File: src/rtl/rotate_rr_arbiter.sv
// rtl/rotate_rr_arbiter.sv - round-robin arbiter sharing one 8-bit rotator among N_REQ requesters

module barrel_shifter_multi_rev (
    input  logic [7:0] i_data,
    input  logic [2:0] i_amt,
    input  logic       i_dir,
    output logic [7:0] o_data
);

    // Bit k takes its source from k-amt (left) or k+amt (right); 3-bit index math wraps mod 8
    always_comb begin
        o_data = '0;
        for (int k = 0; k < 8; k++) begin
            if (i_dir) begin
                o_data[k] = i_data[3'(k) - i_amt];
            end else begin
                o_data[k] = i_data[3'(k) + i_amt];
            end
        end
    end

endmodule

module rotate_rr_arbiter #(
    parameter int N_REQ = 4,
    parameter int ID_W  = 2
) (
    input  logic                 clk,
    input  logic                 rst_n,
    input  logic [N_REQ-1:0]     req_valid,
    output logic [N_REQ-1:0]     req_ready,
    input  logic [8*N_REQ-1:0]   req_data,
    input  logic [3*N_REQ-1:0]   req_amt,
    input  logic [N_REQ-1:0]     req_dir,
    output logic                 rsp_valid,
    input  logic                 rsp_ready,
    output logic [7:0]           rsp_data,
    output logic [ID_W-1:0]      rsp_id,
    output logic [7:0]           rsp_count
);

    typedef enum logic {
        ST_EMPTY = 1'b0,
        ST_FULL  = 1'b1
    } state_t;

    state_t            r_state;
    state_t            w_state_next;

    logic [ID_W-1:0]   r_last_grant;
    logic [7:0]        r_rsp_data;
    logic [ID_W-1:0]   r_rsp_id;
    logic [7:0]        r_rsp_count;

    logic [N_REQ-1:0]  w_grant;
    logic [ID_W-1:0]   w_grant_id;
    logic              w_found;
    logic              w_acc_en;
    logic              w_req_fire;
    logic              w_rsp_fire;

    logic [7:0]        w_rot_in;
    logic [2:0]        w_rot_amt;
    logic              w_rot_dir;
    logic [7:0]        w_rot_out;

    // Round-robin search starting just after the last winner; first valid requester wins
    always_comb begin
        w_grant    = '0;
        w_grant_id = '0;
        w_found    = 1'b0;
        for (int off = 1; off <= N_REQ; off++) begin
            for (int i = 0; i < N_REQ; i++) begin
                if (!w_found && req_valid[i] &&
                    (i == ((int'(r_last_grant) + off) % N_REQ))) begin
                    w_found    = 1'b1;
                    w_grant[i] = 1'b1;
                    w_grant_id = ID_W'(i);
                end
            end
        end
    end

    // One-hot AND-OR mux steering the granted requester into the single shared rotator
    always_comb begin
        w_rot_in  = '0;
        w_rot_amt = '0;
        w_rot_dir = 1'b0;
        for (int i = 0; i < N_REQ; i++) begin
            if (w_grant[i]) begin
                w_rot_in  = w_rot_in  | req_data[8*i +: 8];
                w_rot_amt = w_rot_amt | req_amt[3*i +: 3];
                w_rot_dir = w_rot_dir | req_dir[i];
            end
        end
    end

    barrel_shifter_multi_rev u_rotator (
        .i_data (w_rot_in),
        .i_amt  (w_rot_amt),
        .i_dir  (w_rot_dir),
        .o_data (w_rot_out)
    );

    // Output stage occupancy register
    always_ff @(posedge clk or negedge rst_n) begin
        if (!rst_n) begin
            r_state <= ST_EMPTY;
        end else begin
            r_state <= w_state_next;
        end
    end

    // Output stage next state: fill on accept, empty only when draining without a reload
    always_comb begin
        w_state_next = r_state;
        case (r_state)
            ST_EMPTY: if (w_req_fire) w_state_next = ST_FULL;
            ST_FULL:  if (w_rsp_fire && !w_req_fire) w_state_next = ST_EMPTY;
            default:  w_state_next = ST_EMPTY;
        endcase
    end

    // Handshake outputs; req_ready is forced low while reset is asserted
    always_comb begin
        rsp_valid  = (r_state == ST_FULL);
        w_acc_en   = !rsp_valid || rsp_ready;
        req_ready  = rst_n ? (w_grant & {N_REQ{w_acc_en}}) : '0;
        w_req_fire = |(req_valid & req_ready);
        w_rsp_fire = rsp_valid && rsp_ready;
    end

    // Result, winner ID and pointer load only on a request handshake
    always_ff @(posedge clk or negedge rst_n) begin
        if (!rst_n) begin
            r_rsp_data   <= '0;
            r_rsp_id     <= '0;
            r_last_grant <= ID_W'(N_REQ - 1);
        end else if (w_req_fire) begin
            r_rsp_data   <= w_rot_out;
            r_rsp_id     <= w_grant_id;
            r_last_grant <= w_grant_id;
        end
    end

    // Completed-response counter, wraps naturally at 8 bits
    always_ff @(posedge clk or negedge rst_n) begin
        if (!rst_n) begin
            r_rsp_count <= '0;
        end else if (w_rsp_fire) begin
            r_rsp_count <= r_rsp_count + 8'd1;
        end
    end

    assign rsp_data  = r_rsp_data;
    assign rsp_id    = r_rsp_id;
    assign rsp_count = r_rsp_count;

endmodule
File: config.mk
export PLATFORM = sky130hd
export DESIGN_NAME = rotate_rr_arbiter
export DESIGN_NICKNAME = d
export VERILOG_FILES = /design/src/rtl/rotate_rr_arbiter.sv
export SDC_FILE = /design/constraint.sdc
export NUM_CORES = 1
export LEC_CHECK = 0
export BUFFER_PORTS_ARGS = -buffer_cell sky130_fd_sc_hd__buf_2
export CAP_MARGIN = 30
export CELL_PAD_IN_SITES_DETAIL_PLACEMENT = 1
export CELL_PAD_IN_SITES_GLOBAL_PLACEMENT = 2
export CORE_MARGIN = 10
export CORE_UTILIZATION = 30
export DETAILED_ROUTE_END_ITERATION = 16
export MAX_ROUTING_LAYER = met4
export PLACE_DENSITY_LB_ADDON = 0.25
export SYNTH_ARGS = -nofsm -noshare
export SYNTH_HDL_FRONTEND = slang
export SYNTH_HIERARCHICAL = 1
export SYNTH_SLANG_ARGS = --single-unit
File: constraint.sdc
create_clock -name clk -period 4.6 [get_ports clk]
set_clock_uncertainty 0.2 [all_clocks]
set_input_delay 0.46 -clock clk [delete_from_list [all_inputs] [get_ports clk]]
set_output_delay 0.46 -clock clk [all_outputs]
set_load 0.01 [all_outputs]
==> results.sh <==
export IMPL_num_io_pins=78
export IMPL_core_sq_mm=0.00691
export IMPL_max_slew_margin_pct=45.8
export IMPL_cp_start_kind="flop"
export IMPL_cp_top_family="multiplexers"
export IMPL_synth_seq_area_share_pct=24.4
export IMPL_regToRegSetupSlack_ps=480
export IMPL_static_leakage_power_nw=1.24
export IMPL_die_y_um=105
export IMPL_peakVddDrop_mv=0.112
export IMPL_tritoncts_num_buffers=3
export IMPL_endpoint_kind="flop"
export IMPL_drc=0
export IMPL_syn_nets=280
export IMPL_synthTopCellsByArea="dfrtp_1 (22%), mux2_2 (9.9%), a221o_2 (5.7%)"
export IMPL_layout_common_cells="buf_2 (77), nand2_1 (19), mux2_2 (19), dfrtp_1 (19), inv_1 (18)"
export IMPL_syn2layout_area_growth_pct=20.8
export IMPL_totalWireLength_um=6510
export IMPL_antenna_cells=0
export IMPL_ys_flop_type="dfrtp_1"
export IMPL_finalPower_mw=1.36
export IMPL_synth_edf_count=0
export IMPL_grtUsageTotal_pct=12.0
export IMPL_grt_ovfl_total=0
export IMPL_async_flop_share_pct=100
export IMPL_min_path_type="primary input to async pin"
export IMPL_synthDistinctLibCells=50
export IMPL_grt_antenna_before_repair=0
export IMPL_worst_slew_pin_slew_ps=812
export IMPL_synth_seq_cells=21
export IMPL_via_per_inst=5.14
export IMPL_dpl_hpwl_um=5470
export IMPL_cts_root_buf="clkbuf_8"
export IMPL_grt_pass1_wl_um=10800
export IMPL_cp_max_fo=13
export IMPL_cts_hold_buffers=0
export IMPL_grt_pass1_vias=2145
export IMPL_final_nets=350
export IMPL_dr_max_layer_used="met4"
export IMPL_synth_cells=222
export IMPL_yosysTopAreaCellShare_pct=21.9
export IMPL_clkTransAtPathRegs_ps=80
export IMPL_grt_start_max_net_pins=29
export IMPL_worstPathRequired_ps=4540
export IMPL_crit_slowest_cell="dfstp_2"
export IMPL_yosys_warnings=6
export IMPL_cts_sinks=21
export IMPL_cp_cell_sequence="nand2b_4 > a21oi_1 > nor2_1 > a221o_2 > inv_1 > ha_1 > xnor2_1 > mux4_2 > nand2_1 > o21ai_1 > mux2_2"
export IMPL_start_util_pct=31.4
export IMPL_wl_per_cell_um=16.8
export IMPL_fin_crit_ps=4120
export IMPL_cts_buffer_depth=2
export IMPL_drive_above_1_share_pct=45.4
export IMPL_met2_length_um=2960
export IMPL_crit_arrival_ps=4060
export IMPL_dr_pass1_iters=4
export IMPL_finalSetupViolations=0
export IMPL_rsz0062_at_grt="false"
export IMPL_timing_hold_ws_ps=2.62
export IMPL_htreeDepth=1
export IMPL_insertion_delay_ps=260
export IMPL_cts_tree="built"
export IMPL_fmax_ghz=0.243
export IMPL_cellPowerDensity_mw_per_mm2=520
export IMPL_vias=1989
export IMPL_register_area_sq_um=528
export IMPL_maxCapViolations=0
export IMPL_hold_violations=0
export IMPL_status="complete, no violations"
export IMPL_num_fill_cells=867
export IMPL_fin_tns_setup_ps=0
export IMPL_fin_crit_sh_pct=89.6
export IMPL_worstSetupPathType="flop to flop"
export IMPL_cts_resized_gates=0
export IMPL_final_common_cell="buf_2"
export IMPL_netlist_area_sq_mm=0.00217
export IMPL_chipWidth_um=105
export IMPL_post_cts_buffers=0
export IMPL_routabilityCongestion=0.807
export IMPL_rows=30
export IMPL_antenna_left=0
export IMPL_port_buffers=77
export IMPL_max_stage_delay_ps=630
export IMPL_met1_length_um=3230
export IMPL_synth_area_leader_cell="dfrtp_1"
export IMPL_syn_avg_cell_area_sq_um=9.76
export IMPL_drt_iter0_markers=64
export IMPL_slew_violations=0
export IMPL_timing_critical_path_buf_inv=1
export IMPL_fp_dieArea_sq_mm=0.0110
export IMPL_multiInputGateArea_sq_mm=0.00146
export IMPL_met3_length_um=266
## worst paths after layout
| check | depth (start not counted) | endpoint | start |
|---|---|---|---|
| min | 1 | rsp_count[2] | rst_n |
| max in group asynchronous | 1 | rsp_data[7] | rst_n |
| min in group clk | 1 | rsp_count[7] | rsp_count[7] |
| min reg2reg | 1 | rsp_count[7] | rsp_count[7] |
| max | 11 | rsp_data[4] | r_last_grant[0] |
| max reg2reg | 11 | rsp_data[4] | r_last_grant[0] |
## where the power goes
part	internal (mW)	leakage [nW]	total [mW]	switching (mW)
registers	0.260	0.254	0.323	0.0631
logic	0.465	0.966	0.918	0.453
clock network	0.0611	0.0217	0.121	0.0601
## cells by family (layout without fill, tap and decap cells)
family          count (synthesis)  after routing  share of synthesized area, %
simple gates                   62             62                          15.2
compound gates                 54             54                          20.0
mux                            40             40                          26.3
buf+inv                        32            101                          8.37
flops                          21             21                          24.4
xor+xnor                       10             10                          4.04
fa+ha+maj                       3              3                          1.73
## cell type report
type / instances / area share, %
Multi-Input combinational cell: 169 / 55.7
Sequential cell: 21 / 20.2
Timing Repair Buffer: 78 / 15.0
Tap cell: 96 / 4.59
Inverter: 19 / 2.72
Clock buffer: 3 / 1.58
Clock inverter: 1 / 0.287
## registers in the layout (all words and copies together) (netlist names)
register	count
rsp_data	8
r_last_grant	2
rsp_valid	1
rsp_count	8
rsp_id	2
## Yosys cell counts, types with 2 or more instances
library cell and number:
a21oi_1 5, nand2b_1 4, dfrtp_1 19, nor2_1 7, nand3_1 17, dfstp_2 2
and2b_1 2, buf_6 7, mux2i_1 7, nand2_1 19, mux2_2 19, xnor2_1 8
a2111oi_0 2, o21ai_1 5, o21ai_0 4, mux2_4 4, a221o_2 11, xor2_1 2
a221o_1 3, buf_2 4, mux4_2 5, mux4_1 3, ha_1 3, and3_1 3
nor3_1 3, inv_1 18, o22ai_1 12, o2111a_1 2
## per-stage QoR
step | instances | cell area, sq um | worst slack (ps) | utilization, %
floorplan | 222 | 2170 | 996 | -
global placement | 383 | 2570 | 498 | 37.2
detailed placement | 383 | 2570 | 431 | 37.2
CTS | 387 | 2620 | 450 | 37.9
global route | 387 | 2620 | 124 | 37.9
finish | 387 | 2620 | 481 | 37.9
## per-layer routing
layer	vias to the layer above	GRT usage [%]
met1	949	15.7
met4	0	2.94
met5	-	-
met2	53	18.5
met3	4	2.15
li1	983	-
(Power assumes the default switching activity.)
